[config.mk]
export PLATFORM = sky130hd
export DESIGN_NAME = hex_scan_driver
export DESIGN_NICKNAME = d
export VERILOG_FILES = /design/src/rtl/hex_disp_pkg.sv /design/src/rtl/hex_seg_decode.sv /design/src/rtl/hex_scan_driver.sv
export SDC_FILE = /design/constraint.sdc
export NUM_CORES = 1
export LEC_CHECK = 0
export CORE_UTILIZATION = 50
export CTS_BUF_LIST = sky130_fd_sc_hd__clkbuf_4
export DETAILED_ROUTE_END_ITERATION = 7
export MAX_ROUTING_LAYER = met4
export PLACE_DENSITY = 0.76
export RECOVER_POWER = 50
export SLEW_MARGIN = 15
export SYNTH_ARGS = -nofsm -noshare
export SYNTH_HDL_FRONTEND = slang
export SYNTH_SLANG_ARGS = --single-unit
[constraint.sdc]
create_clock -name clk -period 2.95 [get_ports clk]
set_input_delay 0.4425 -clock clk [delete_from_list [all_inputs] [get_ports clk]]
set_output_delay 0.4425 -clock clk [all_outputs]
set_load 0.03 [all_outputs]
[src/rtl/hex_disp_pkg.sv]
// Shared constants for the hex scan display: active-low 7-segment patterns
// (bit order g..a), the blank pattern, and the index-width helper.
package hex_disp_pkg;

  localparam logic [6:0] SEG_HEX_0 = 7'h40;
  localparam logic [6:0] SEG_HEX_1 = 7'h79;
  localparam logic [6:0] SEG_HEX_2 = 7'h24;
  localparam logic [6:0] SEG_HEX_3 = 7'h30;
  localparam logic [6:0] SEG_HEX_4 = 7'h19;
  localparam logic [6:0] SEG_HEX_5 = 7'h12;
  localparam logic [6:0] SEG_HEX_6 = 7'h02;
  localparam logic [6:0] SEG_HEX_7 = 7'h78;
  localparam logic [6:0] SEG_HEX_8 = 7'h00;
  localparam logic [6:0] SEG_HEX_9 = 7'h18;
  localparam logic [6:0] SEG_HEX_A = 7'h08;
  localparam logic [6:0] SEG_HEX_B = 7'h03;
  localparam logic [6:0] SEG_HEX_C = 7'h46;
  localparam logic [6:0] SEG_HEX_D = 7'h21;
  localparam logic [6:0] SEG_HEX_E = 7'h06;
  localparam logic [6:0] SEG_HEX_F = 7'h0E;
  localparam logic [6:0] SEG_BLANK = 7'h7F;

  // Bits needed to count 0..n-1, never less than one.
  function automatic int idx_width(input int n);
    return (n <= 2) ? 1 : $clog2(n);
  endfunction

endpackage

[src/rtl/hex_seg_decode.sv]
// Combinational nibble to active-low 7-segment pattern mapper (g..a).
module hex_seg_decode
  import hex_disp_pkg::*;
(
  input  logic [3:0] i_nibble,
  output logic [6:0] o_seg
);

  // NOTE: assigning a default before the case keeps every path driven, so no latch is inferred.
  always_comb begin
    o_seg = SEG_BLANK;
    case (i_nibble)
      4'h0: o_seg = SEG_HEX_0;
      4'h1: o_seg = SEG_HEX_1;
      4'h2: o_seg = SEG_HEX_2;
      4'h3: o_seg = SEG_HEX_3;
      4'h4: o_seg = SEG_HEX_4;
      4'h5: o_seg = SEG_HEX_5;
      4'h6: o_seg = SEG_HEX_6;
      4'h7: o_seg = SEG_HEX_7;
      4'h8: o_seg = SEG_HEX_8;
      4'h9: o_seg = SEG_HEX_9;
      4'hA: o_seg = SEG_HEX_A;
      4'hB: o_seg = SEG_HEX_B;
      4'hC: o_seg = SEG_HEX_C;
      4'hD: o_seg = SEG_HEX_D;
      4'hE: o_seg = SEG_HEX_E;
      4'hF: o_seg = SEG_HEX_F;
      default: o_seg = SEG_BLANK;
    endcase
  end

endmodule

[src/rtl/hex_scan_driver.sv]
// Multiplexed hex display scanner with frame-synchronous shadow loading.
// Optional blink support is compiled in with macro HEX_SCAN_BLINK_EN.
module hex_scan_driver
  import hex_disp_pkg::*;
#(
  parameter int NUM_DIGITS   = 4,
  parameter int SCAN_DIV     = 50000,
  parameter int LZ_BLANK     = 0,
  parameter int BLINK_FRAMES = 64
) (
  input  logic                    clk,
  input  logic                    resetn,
  input  logic                    load,
  input  logic [4*NUM_DIGITS-1:0] value,
  input  logic [NUM_DIGITS-1:0]   dp,
  input  logic [NUM_DIGITS-1:0]   blink,
  output logic [7:0]              seg,
  output logic [NUM_DIGITS-1:0]   digit_en,
  output logic                    frame_start
);

  localparam int IW = idx_width(NUM_DIGITS);
  localparam int PW = idx_width(SCAN_DIV);
  localparam int VW = 4 * NUM_DIGITS;

  logic [PW-1:0]         r_presc;
  logic [IW-1:0]         r_idx;
  logic [VW-1:0]         r_sh_val, r_disp_val;
  logic [NUM_DIGITS-1:0] r_sh_dp, r_disp_dp;
  logic                  r_loaded, r_valid;
  logic [7:0]            r_seg;
  logic [NUM_DIGITS-1:0] r_digit_en;
  logic                  r_frame_start;

  logic                  w_tick, w_wrap, w_valid_nxt, w_lz, w_blink_off;
  logic [IW-1:0]         w_idx_nxt;
  logic [VW-1:0]         w_disp_val_nxt;
  logic [NUM_DIGITS-1:0] w_disp_dp_nxt;
  logic [3:0]            w_nib;
  logic [6:0]            w_pat;
  logic [7:0]            w_seg_nxt;

  assign w_tick    = (r_presc == PW'(SCAN_DIV - 1));
  assign w_wrap    = w_tick && (r_idx == IW'(NUM_DIGITS - 1));
  assign w_idx_nxt = !w_tick ? r_idx : (w_wrap ? '0 : r_idx + 1'b1);

  // A load on the boundary edge bypasses the shadow so it shows this frame.
  assign w_disp_val_nxt = !w_wrap ? r_disp_val : (load ? value : r_sh_val);
  assign w_disp_dp_nxt  = !w_wrap ? r_disp_dp  : (load ? dp    : r_sh_dp);
  assign w_valid_nxt    = r_valid || (w_wrap && (load || r_loaded));

  // Outputs are built from next-state values so they track the new index one cycle after the tick.
  assign w_nib = w_disp_val_nxt[{w_idx_nxt, 2'b00} +: 4];
  assign w_lz  = (LZ_BLANK != 0) && (w_idx_nxt != '0) &&
                 ((w_disp_val_nxt >> {w_idx_nxt, 2'b00}) == '0);

  hex_seg_decode u_seg_decode (
    .i_nibble (w_nib),
    .o_seg    (w_pat)
  );

`ifdef HEX_SCAN_BLINK_EN
  localparam int BW = idx_width(BLINK_FRAMES);
  logic [BW-1:0] r_blink_cnt;
  logic          r_blink_phase;
  logic          w_blink_last, w_blink_phase_nxt;

  assign w_blink_last      = (r_blink_cnt == BW'(BLINK_FRAMES - 1));
  assign w_blink_phase_nxt = (w_wrap && w_blink_last) ? ~r_blink_phase : r_blink_phase;
  assign w_blink_off       = w_blink_phase_nxt && blink[w_idx_nxt];

  always_ff @(posedge clk) begin
    if (!resetn) begin
      r_blink_cnt   <= '0;
      r_blink_phase <= 1'b0;
    end else if (w_wrap) begin
      r_blink_cnt   <= w_blink_last ? '0 : r_blink_cnt + 1'b1;
      r_blink_phase <= w_blink_phase_nxt;
    end
  end
`else
  logic w_unused_cfg;
  assign w_unused_cfg = (^blink) ^ (BLINK_FRAMES > 0);
  assign w_blink_off  = 1'b0;
`endif

  always_comb begin
    w_seg_nxt = 8'hFF;
    if (w_valid_nxt && !w_blink_off)
      w_seg_nxt = {~w_disp_dp_nxt[w_idx_nxt], (w_lz ? SEG_BLANK : w_pat)};
  end

  // NOTE: sequential state uses non-blocking assignments so every register samples pre-edge values.
  always_ff @(posedge clk) begin
    if (!resetn) begin
      r_presc       <= '0;
      r_idx         <= '0;
      r_sh_val      <= '0;
      r_sh_dp       <= '0;
      r_disp_val    <= '0;
      r_disp_dp     <= '0;
      r_loaded      <= 1'b0;
      r_valid       <= 1'b0;
      r_seg         <= 8'hFF;
      r_digit_en    <= '1;
      r_frame_start <= 1'b0;
    end else begin
      r_presc       <= w_tick ? '0 : r_presc + 1'b1;
      r_idx         <= w_idx_nxt;
      if (load) begin
        r_sh_val <= value;
        r_sh_dp  <= dp;
        r_loaded <= 1'b1;
      end
      r_disp_val    <= w_disp_val_nxt;
      r_disp_dp     <= w_disp_dp_nxt;
      r_valid       <= w_valid_nxt;
      r_seg         <= w_seg_nxt;
      r_digit_en    <= ~(NUM_DIGITS'(1) << w_idx_nxt);
      r_frame_start <= w_wrap;
    end
  end

  assign seg         = r_seg;
  assign digit_en    = r_digit_en;
  assign frame_start = r_frame_start;

endmodule

==> flow_metrics.tcl, run 1 <==
set metrics [dict create \
    worst_slack_ns -0.0825 \
    area_growth_pct 36.5 \
    syn_area_per_cell_sq_um 9.97 \
    routed_wl_mm 7.10 \
    cts_tree "built" \
    cts_hold_buf 0 \
    cp_cell_sequence "or4b_4, nor4_4, buf_4, mux2i_1, buf_4, nor2_1, nor3_4, buf_4, ha_4, inv_2, o21ai_0, mux2i_2, o21ai_1" \
    worstPathMaxFanout 4 \
    antenna_left 0 \
    first_global_vias 2131 \
    cts_buffers 9 \
    hold_viol_final 0 \
    setup_viol 4 \
    clock_latency_ns 0.44 \
    tightest_slew_ns 0.568 \
    r2r_end "seg[3]$_SDFF_PN1_" \
    hold_path_class "reg2reg" \
    drt_iter0_drc 71 \
    globalplace.congestion 0.817 \
    worst_hold_slack_ns 0.450 \
    dp_hpwl_mm 4.12 \
    fin_util_pct 72.1 \
    ff2ff_path_depth 13 \
    cts_buffer_depth 2 \
    grt_start_max_net_pins 32 \
    synth.area.mux_share_pct 15.0 \
    die_h_microns 81.8 \
    drive_gt1_share_pct 25.8 \
    fp.dieW_microns 81.8 \
    gr-total-overflow 0 \
    synth_warnings 0 \
    synthTopCellsByArea "dfxtp_1 (46%), mux2i_1 (9.1%), nor2b_1 (5.5%), mux2_2 (5.0%), nor2_1 (3.4%)" \
    synth_top_family_by_area "simple AND/OR/NAND/NOR gates" \
    start_util_pct 52.8 \
    synthesis.instances 319 \
    synth_flop_cell "dfxtp_1" \
    vdd_drop_max_uv 326 \
    yosysTopAreaCell "dfxtp_1" \
    grt_pass1_wl_mm 9.55 \
    slew_headroom_pct 62.1 \
    ys_ff_latch 73 \
    power.leakage_nw 1.64 \
    synth_compound_area_share_pct 6.61 \
    synth_top_cell_area_share_pct 45.9 \
    p_total_mw 1.71 \
    async_flop_share_pct 0 \
    dr.pass1.iters 4 \
    outcome "complete, but fails checks" \
    crit_path_end_kind "flop" \
    diodes 0 \
    place_ws_ns -0.0881 \
    wl_per_cell_microns 14.8 \
    cpMostUsedCell "buf_4" \
    critPathSlowestCell "or4b_4" \
    slowest_delay_ns 0.58 \
    min_path_cells 1 \
    worstSetupStartpointType "flop" \
    clkSlewWorstSetupHoldPaths_ns 0.11 \
    portBuffers 35 \
    crit_family "simple AND/OR/NAND/NOR gates" \
    period_needed_ns 3.03 \
    reg2reg_from "r_presc[10]$_SDFF_PP0_" \
    yosysUniqueCellTypes 50 \
    timing.fmax_mhz 330 \
    yosys.area_share.simple_pct 22.8 \
    crit_end "seg[3]$_SDFF_PN1_" \
    fin_worst_skew_ns 0.0138 \
    ys_seq_area_share_pct 45.9 \
    synth_edf_count 0 \
    final_common_cell "dfxtp_1" \
    maxSlewViolCount 0 \
    vias 2460 \
    vias_per_cell 5.15 \
    h-tree-depth 3 \
    startpoint "r_presc[10]$_SDFF_PP0_" \
    clock_sinks 73 \
    crit_type "reg2reg" \
    finalNetCount 433 \
    ioPinCount 40 \
    synthAdderAreaFrac_pct 2.75 \
    cp_data_required_time_ns 3.32 \
    fin_crit_sh_pct 103 \
    antenna_found_initial 0 \
    core_sq_mm 0.00603 \
    drc_errors 0 \
    rsz0062_at_grt "yes" \
    track_usage_pct 19.6 \
    drv_cap 0 \
    violations "negative setup slack" \
    die-area_sq_mm 0.00668 \
    cts_root_buffer "clkbuf_4" \
    synth_xor_area_share_pct 3.86 \
    synthesis.nets 353 \
    power_density_mw_per_mm2 394 \
    cp.depth 13 \
    worst-path-buf-inv 4 \
    final_cell_mix "dfxtp_1 (71), buf_4 (39), nor2b_1 (28)" \
    r2r_slack_ns -0.08 \
    core.rowCount 28 \
    arrival_ns 3.40 \
    synth_area_sq_mm 0.00318 \
]
==> how the worst min path moves through the flow <==
stage	start	endpoint	slack [ns]
6_report	r_presc[0]$_SDFF_PP0_	r_presc[0]$_SDFF_PP0_	0.45
5_1_grt	r_presc[0]$_SDFF_PP0_	r_presc[0]$_SDFF_PP0_	0.47
4_1_cts	r_presc[0]$_SDFF_PP0_	r_presc[0]$_SDFF_PP0_	0.45
3_5_place_dp	r_presc[0]$_SDFF_PP0_	r_presc[0]$_SDFF_PP0_	0.44
3_3_place_gp	r_presc[0]$_SDFF_PP0_	r_presc[0]$_SDFF_PP0_	0.43
2_1_floorplan	r_presc[0]$_SDFF_PP0_	r_presc[0]$_SDFF_PP0_	0.41
==> flip-flops by register name, indices dropped and copies added, names as in the netlist <==
name,cells
r_disp_dp,4
r_sh_val,16
r_disp_val,16
r_loaded,1
seg,8
r_valid,1
digit_en,4
r_presc,16
r_sh_dp,4
r_idx,2
frame_start,1
==> stage by stage <==
stage / setup TNS, ns / instances / cell area, sq um
after floorplan: 0 / 319 / 3200
after global placement: 0 / 445 / 3810
after CTS: -0.00892 / 465 / 3980
after global routing: -0.874 / 478 / 4340
final: -0.109 / 478 / 4340
after detailed placement: -0.249 / 445 / 3810
==> kinds of logic after synthesis <==
group | Yosys count
AOI/OAI and AO/OA | 29
xor gates and xnor gates | 14
adders and majority gates | 7
buffers and inverters | 21
DFF | 73
muxes | 45
and+or+nand+nor | 130
==> final cells by class <==
class / instances / area [sq um]
sequential: 73 / 1460
multi-input combinational: 225 / 1900
fill: 443 / 1680
timing repair buffer: 84 / 749
tap: 75 / 93.8
clock inverter: 6 / 50.0
inverter: 6 / 22.5
clock buffer: 9 / 67.6
==> timing repair <==
item,in CTS,in global routing
setup endpoints to repair,4,7
buffers inserted,5,12
pin swaps,3,11
gates cloned,0,1
gates resized for setup,4,55
==> power by group <==
part / leakage [nW] / total (mW) / internal (mW) / switching, mW
logic: 0.984 / 0.108 / 0.0610 / 0.0471
clock network: 0.0657 / 0.589 / 0.242 / 0.348
registers: 0.595 / 1.01 / 1.01 / 0.00637
total: 1.64 / 1.71 / 1.31 / 0.401
==> layer usage <==
metal / routed length [microns] / up-vias / GRT usage [%]
met5: 0 / - / -
met4: 196 / 0 / 11.2
met3: 255 / 15 / 4.11
met2: 3630 / 47 / 29.7
met1: 3010 / 1144 / 24.1
li1: - / 1254 / -
==> Yosys cell counts (all sizes together), types with 4 or more instances <==
library cell and instances:
xor2 9, o22ai 5, dfxtp 73, mux2 16, buf 5, and3 7, ha 7, and2 17
nand3 11, inv 6, nor2 30, nand2 19, mux2i 29, o221ai 5, o21ai 9, nor3 4
nor2b 28, clkbuf 10, xnor2 5
(Power assumes the default switching activity.)
==> run 2, diff against run 1 <==
ABC_AREA = 1   (was unset)
PLACE_DENSITY = 0.75   (was 0.76)
==> flow_metrics.tcl, run 2 <==
set metrics [dict create \
    outcome "complete, but fails checks" \
    final_cell_mix "nand2_1 (142), dfxtp_1 (73), nor2_1 (44)" \
    ioPinCount 40 \
    die_h_microns 85.8 \
    grt_pass1_wl_mm 11.5 \
    fin_worst_skew_ns 0.0242 \
    swShare_pct 23.6 \
    start_util_pct 51.6 \
    period_needed_ns 2.65 \
    drt_iter0_drc 97 \
    cts_root_buffer "clkbuf_4" \
    internal-power_mw 1.41 \
    vias 2961 \
    finalNetCount 543 \
    synth_most_common_cell "nand2_1" \
    drv_cap 1 \
    crit_family "buffers and inverters" \
    synth.area.mux_share_pct 1.71 \
    worstPathMaxFanout 11 \
    clock_latency_ns 0.43 \
    drc_errors 0 \
    yosysUniqueCellTypes 33 \
    dr.pass1.iters 4 \
    synthTopCellsByArea "dfxtp_1 (42%), nand2_1 (15%), nor2_1 (4.7%), nand3_1 (4.4%), inv_1 (4.0%)" \
    worst_hold_slack_ns 0.449 \
    pwr-share-clk_pct 39.5 \
    area_growth_pct 15.8 \
    core.rowCount 30 \
    synth_top_cell_area_share_pct 41.7 \
    synth_compound_area_share_pct 6.67 \
    synth_common_cells "nand2_1 (142), dfxtp_1 (73), nor2_1 (44), inv_1 (37), nand3_1 (31)" \
    grt_start_max_net_pins 44 \
    gr-total-overflow 0 \
    clock_sinks 73 \
    slew_headroom_pct -23.8 \
    core_sq_mm 0.00679 \
    hold_path_class "reg2reg" \
    fp.dieW_microns 85.8 \
    fin_crit_sh_pct 89.8 \
    syn_area_per_cell_sq_um 7.38 \
    antenna_left 0 \
    worstSetupStartpointType "primary input" \
    die-area_sq_mm 0.00735 \
    diodes 0 \
    routed_wl_mm 6.79 \
    biggestRegsByFlops "r_disp_val: 16 flops, r_presc: 16 flops, r_sh_val: 16 flops" \
    synth_warnings 0 \
    cpMostUsedCell "nand2_1" \
    critPathSlowestCell "dlygate4sd3_1" \
    layout.cells.non_filler 610 \
    synthesis.instances 475 \
    ys_ff_latch 73 \
    crit_path_end_kind "flop" \
    first_global_vias 2587 \
    vdd_drop_max_uv 301 \
    cp_data_required_time_ns 3.26 \
    tightest_slew_ns 1.86 \
    cts_resized 0 \
    synthesis.nets 509 \
    ys_seq_area_share_pct 41.7 \
    cts_buffers 9 \
    hold_viol_final 0 \
    worst-path-buf-inv 2 \
    place_ws_ns 0.214 \
    wl_per_cell_microns 11.1 \
    globalplace.congestion 0.866 \
    crit_type "in2reg" \
    rsz0062_at_grt "no" \
    slowest_delay_ns 0.62 \
    synthAdderAreaFrac_pct 2.50 \
    antenna_found_initial 0 \
    h-tree-depth 3 \
    vias_per_cell 4.85 \
    p_total_mw 1.84 \
    dp_hpwl_mm 4.84 \
    cts_tree "built" \
    track_usage_pct 20.6 \
    synth_area_sq_mm 0.00351 \
    synth_edf_count 0 \
    synth_xor_area_share_pct 1.75 \
    cts_hold_buf 0 \
    async_flop_share_pct 0 \
    power_density_mw_per_mm2 453 \
    synth_flop_cell "dfxtp_1" \
    clkSlewWorstSetupHoldPaths_ns 0.12 \
    placed_cells 594 \
    timing.fmax_mhz 377 \
    yosysTopAreaCell "dfxtp_1" \
    cp_cell_sequence "dlygate4sd3_1, clkbuf_1, o21ai_0, o21ai_0, nand2_1, nand2_1, nor2_2, ha_1, nand3_1, nand2_1, nand2_1, nand3_1" \
    drive_gt1_share_pct 12.3 \
    netSwitchingPower_mw 0.435 \
    comb_power_share_pct 5.5 \
    setup_viol 0 \
    maxSlewViolCount 44 \
    seq_power_share_pct 55.1 \
    violations "max-capacitance violations, max-slew violations" \
    post-cts-setup-buffer-count 0 \
    worst_slack_ns 0.300 \
    power.leakage_nw 1.83 \
    setup_tns_ns 0 \
    portBuffers 35 \
    synth_top_family_by_area "simple AND/OR/NAND/NOR gates" \
    cts_buffer_depth 2 \
    arrival_ns 2.96 \
    yosys.area_share.simple_pct 38.2 \
    final_common_cell "nand2_1" \
]
run 2: cell types whose count changed in the layout (fill, tap and decap cells not counted), sizes merged, moves of 24 or more:
cell | before | now
nor2b | 28 | 0
buf | 47 | 3
nor2 | 30 | 56
nand2 | 19 | 165
nand3 | 11 | 35
inv | 6 | 43
run 2: metrics by stage:
step                util, %  area [sq um]
floorplan                 -          3510
global placement       57.5          3910
detailed placement     57.5          3910
CTS                    60.0          4080
global route           59.8          4060
finish                 59.8          4060
run 2: final timing paths:
path | depth (start not counted) | from | slack, ns | end
setup / recovery | 12 | load | 0.30 | seg[3]$_SDFF_PN1_
hold / removal | 1 | r_presc[0]$_SDFF_PP0_ | 0.45 | r_presc[0]$_SDFF_PP0_
setup reg to reg | 15 | r_presc[0]$_SDFF_PP0_ | 0.35 | seg[3]$_SDFF_PN1_
hold reg to reg | 1 | r_presc[0]$_SDFF_PP0_ | 0.45 | r_presc[0]$_SDFF_PP0_
run 2: power groups by stage:
stage | registers [mW] | logic, mW | clock network [mW]
final | 1.01 | 0.101 | 0.726
after global routing | 1.02 | 0.112 | 0.786
after CTS | 1.01 | 0.103 | 0.743
after detailed placement | 1.04 | 0.103 | 0
after global placement | 1.03 | 0.101 | 0
after floorplan | 1.04 | 0.0563 | 0
run 2: final cells by class:
cell class / instances / area [sq um]
fillers: 621 / 2730
multi-input cells: 343 / 1780
flip-flops and latches: 73 / 1460
repair buffers: 40 / 380
inverters: 42 / 158
well taps: 96 / 120
clock inverters: 7 / 98.8
clock buffers: 9 / 67.6
run 2: logic make-up after synthesis:
kind of cell | Yosys count
AO/OA/AOI/OAI | 45
XOR/XNOR | 7
adder cells (fa/ha/maj) | 7
buffers and inverters | 59
flip-flops | 73
multiplexers | 6
AND/OR/NAND/NOR | 278
run 2: metal layers:
metal	global-route usage (%)	part of all wire, %	wire length (microns)
met1	25.7	48	3290
met2	32.2	46	3150
met4	7.27	1.5	100
met5	-	0	0
met3	5.58	3.7	253
==> run 3, diff against run 2 <==
CTS_BUF_LIST = sky130_fd_sc_hd__clkbuf_8   (was sky130_fd_sc_hd__clkbuf_4)
CTS_CLUSTER_SIZE = 8   (was unset)
==> flow_metrics.tcl, run 3 (synthesized netlist as in run 2, its figures left out) <==
set metrics [dict create \
    vias_per_cell 4.88 \
    post-cts-setup-buffer-count 0 \
    worstSetupStartpointType "primary input" \
    final_common_cell "nand2_1" \
    diodes 0 \
    clkSlewWorstSetupHoldPaths_ns 0.08 \
    finalNetCount 543 \
    worstPathMaxFanout 11 \
    vdd_drop_max_uv 315 \
    die_h_microns 85.8 \
    first_global_vias 2615 \
    cts_buffer_depth 2 \
    cts_hold_buf 0 \
    p_total_mw 1.99 \
    wl_per_cell_microns 11.1 \
    violations "max-capacitance violations, max-slew violations" \
    start_util_pct 51.6 \
    hold_viol_final 0 \
    antenna_left 0 \
    crit_type "in2reg" \
    highest-signal-layer "met4" \
    fillers 612 \
    antenna_found_initial 0 \
    clock_sinks 73 \
    outcome "complete, but fails checks" \
    slew_headroom_pct -21.0 \
    arrival_ns 2.90 \
    fin_worst_skew_ns 0.0143 \
    track_usage_pct 20.5 \
    ioPinCount 40 \
    setup_viol 0 \
    routed_wl_mm 6.80 \
    dr.pass1.iters 4 \
    clock_latency_ns 0.36 \
    cp_data_required_time_ns 3.18 \
    h-tree-depth 3 \
    maxSlewViolCount 44 \
    cts_buffers 9 \
    cts_root_buffer "clkbuf_8" \
    timing.fmax_mhz 374 \
    gr-total-overflow 0 \
    core_sq_mm 0.00679 \
    wirelength_met1_mm 3.30 \
    portBuffers 35 \
    power_density_mw_per_mm2 483 \
    globalplace.congestion 0.866 \
    vias 2975 \
    rsz0062_at_grt "no" \
    dp_hpwl_mm 4.84 \
    crit_path_end_kind "flop" \
    hold_path_class "reg2reg" \
    final_cell_mix "nand2_1 (142), dfxtp_1 (73), nor2_1 (44)" \
    grt_pass1_wl_mm 11.5 \
    ff2ff_path_depth 15 \
    grt_start_max_net_pins 44 \
    cts_resized 0 \
    multiInputGateArea_sq_mm 0.00178 \
    core.rowCount 30 \
    power.leakage_nw 1.82 \
    fp.dieW_microns 85.8 \
    drt_iter0_drc 101 \
    wl_met3_microns 268 \
    drc_errors 0 \
    cts_tree "built" \
    setup_tns_ns 0 \
    drive_gt1_share_pct 12.5 \
    tightest_slew_ns 1.82 \
    die-area_sq_mm 0.00735 \
    period_needed_ns 2.67 \
    area_growth_pct 17.6 \
    min_path_cells 1 \
    fin_crit_sh_pct 90.5 \
    biggestRegsByFlops "r_disp_val: 16 flops, r_presc: 16 flops, r_sh_val: 16 flops" \
    wl_met2_mm 3.13 \
    seqCellArea_sq_mm 0.00146 \
    drv_cap 1 \
]
## run 3: changes by cell type in the layout (fill, tap and decap cells not counted)
cell / change
nand3_1: -1
nand3_2: +1
clkbuf_4: -9
clkdlybuf4s50_1: -10
clkbuf_8: +9
dlygate4sd3_1: +10
## run 3: through the flow
step | worst slack (ns) | cell area [sq um] | instances | hold slack [ns] | utilization, %
finish | 0.279 | 4120 | 610 | 0.442 | 60.7
global route | 0.0815 | 4120 | 610 | 0.478 | 60.7
CTS | 0.336 | 4130 | 610 | 0.448 | 60.8
detailed placement | 0.214 | 3910 | 594 | 0.436 | 57.5
global placement | 0.283 | 3910 | 594 | 0.426 | 57.5
floorplan | 0.761 | 3510 | 475 | 0.413 | -
## run 3: critical path: stages
cell and delay [ns]:
clkdlybuf4s50_1 0.55, clkbuf_1 0.50, o21ai_0 0.30, o21ai_0 0.30, nand2_1 0.09, nand2_1 0.09, nor2_2 0.06, ha_1 0.31
nand3_1 0.10, nand2_1 0.06, nand2_1 0.05, nand3_1 0.06
## run 3: worst paths after layout
path	slack [ns]	to	startpoint
worst min-delay path	0.44	r_presc[0]$_SDFF_PP0_	r_presc[0]$_SDFF_PP0_
worst min register to register	0.44	r_presc[0]$_SDFF_PP0_	r_presc[0]$_SDFF_PP0_
worst max-delay path	0.28	seg[3]$_SDFF_PN1_	load
worst max register to register	0.36	seg[3]$_SDFF_PN1_	r_presc[0]$_SDFF_PP0_
## run 3: report_power, final
group / total (mW) / internal, mW / switching (mW)
Combinational: 0.101 / 0.0479 / 0.0528
Sequential: 1.01 / 1.01 / 0.00654
Clock: 0.880 / 0.483 / 0.397
## run 3: routing by layer
metal / up-vias / global-route usage, %
li1: 1575 / -
met5: - / -
met1: 1334 / 25.6
met2: 58 / 31.9
met3: 8 / 4.81
met4: 0 / 8.48
## run 3: area by class of cell
class | instances | area share (%)
Clock buffer | 9 | 3.00
Inverter | 42 | 3.82
Sequential cell | 73 | 35.4
Multi-Input combinational cell | 343 | 43.2
Clock inverter | 7 | 2.40
Timing Repair Buffer | 40 | 9.22
Tap cell | 96 | 2.91
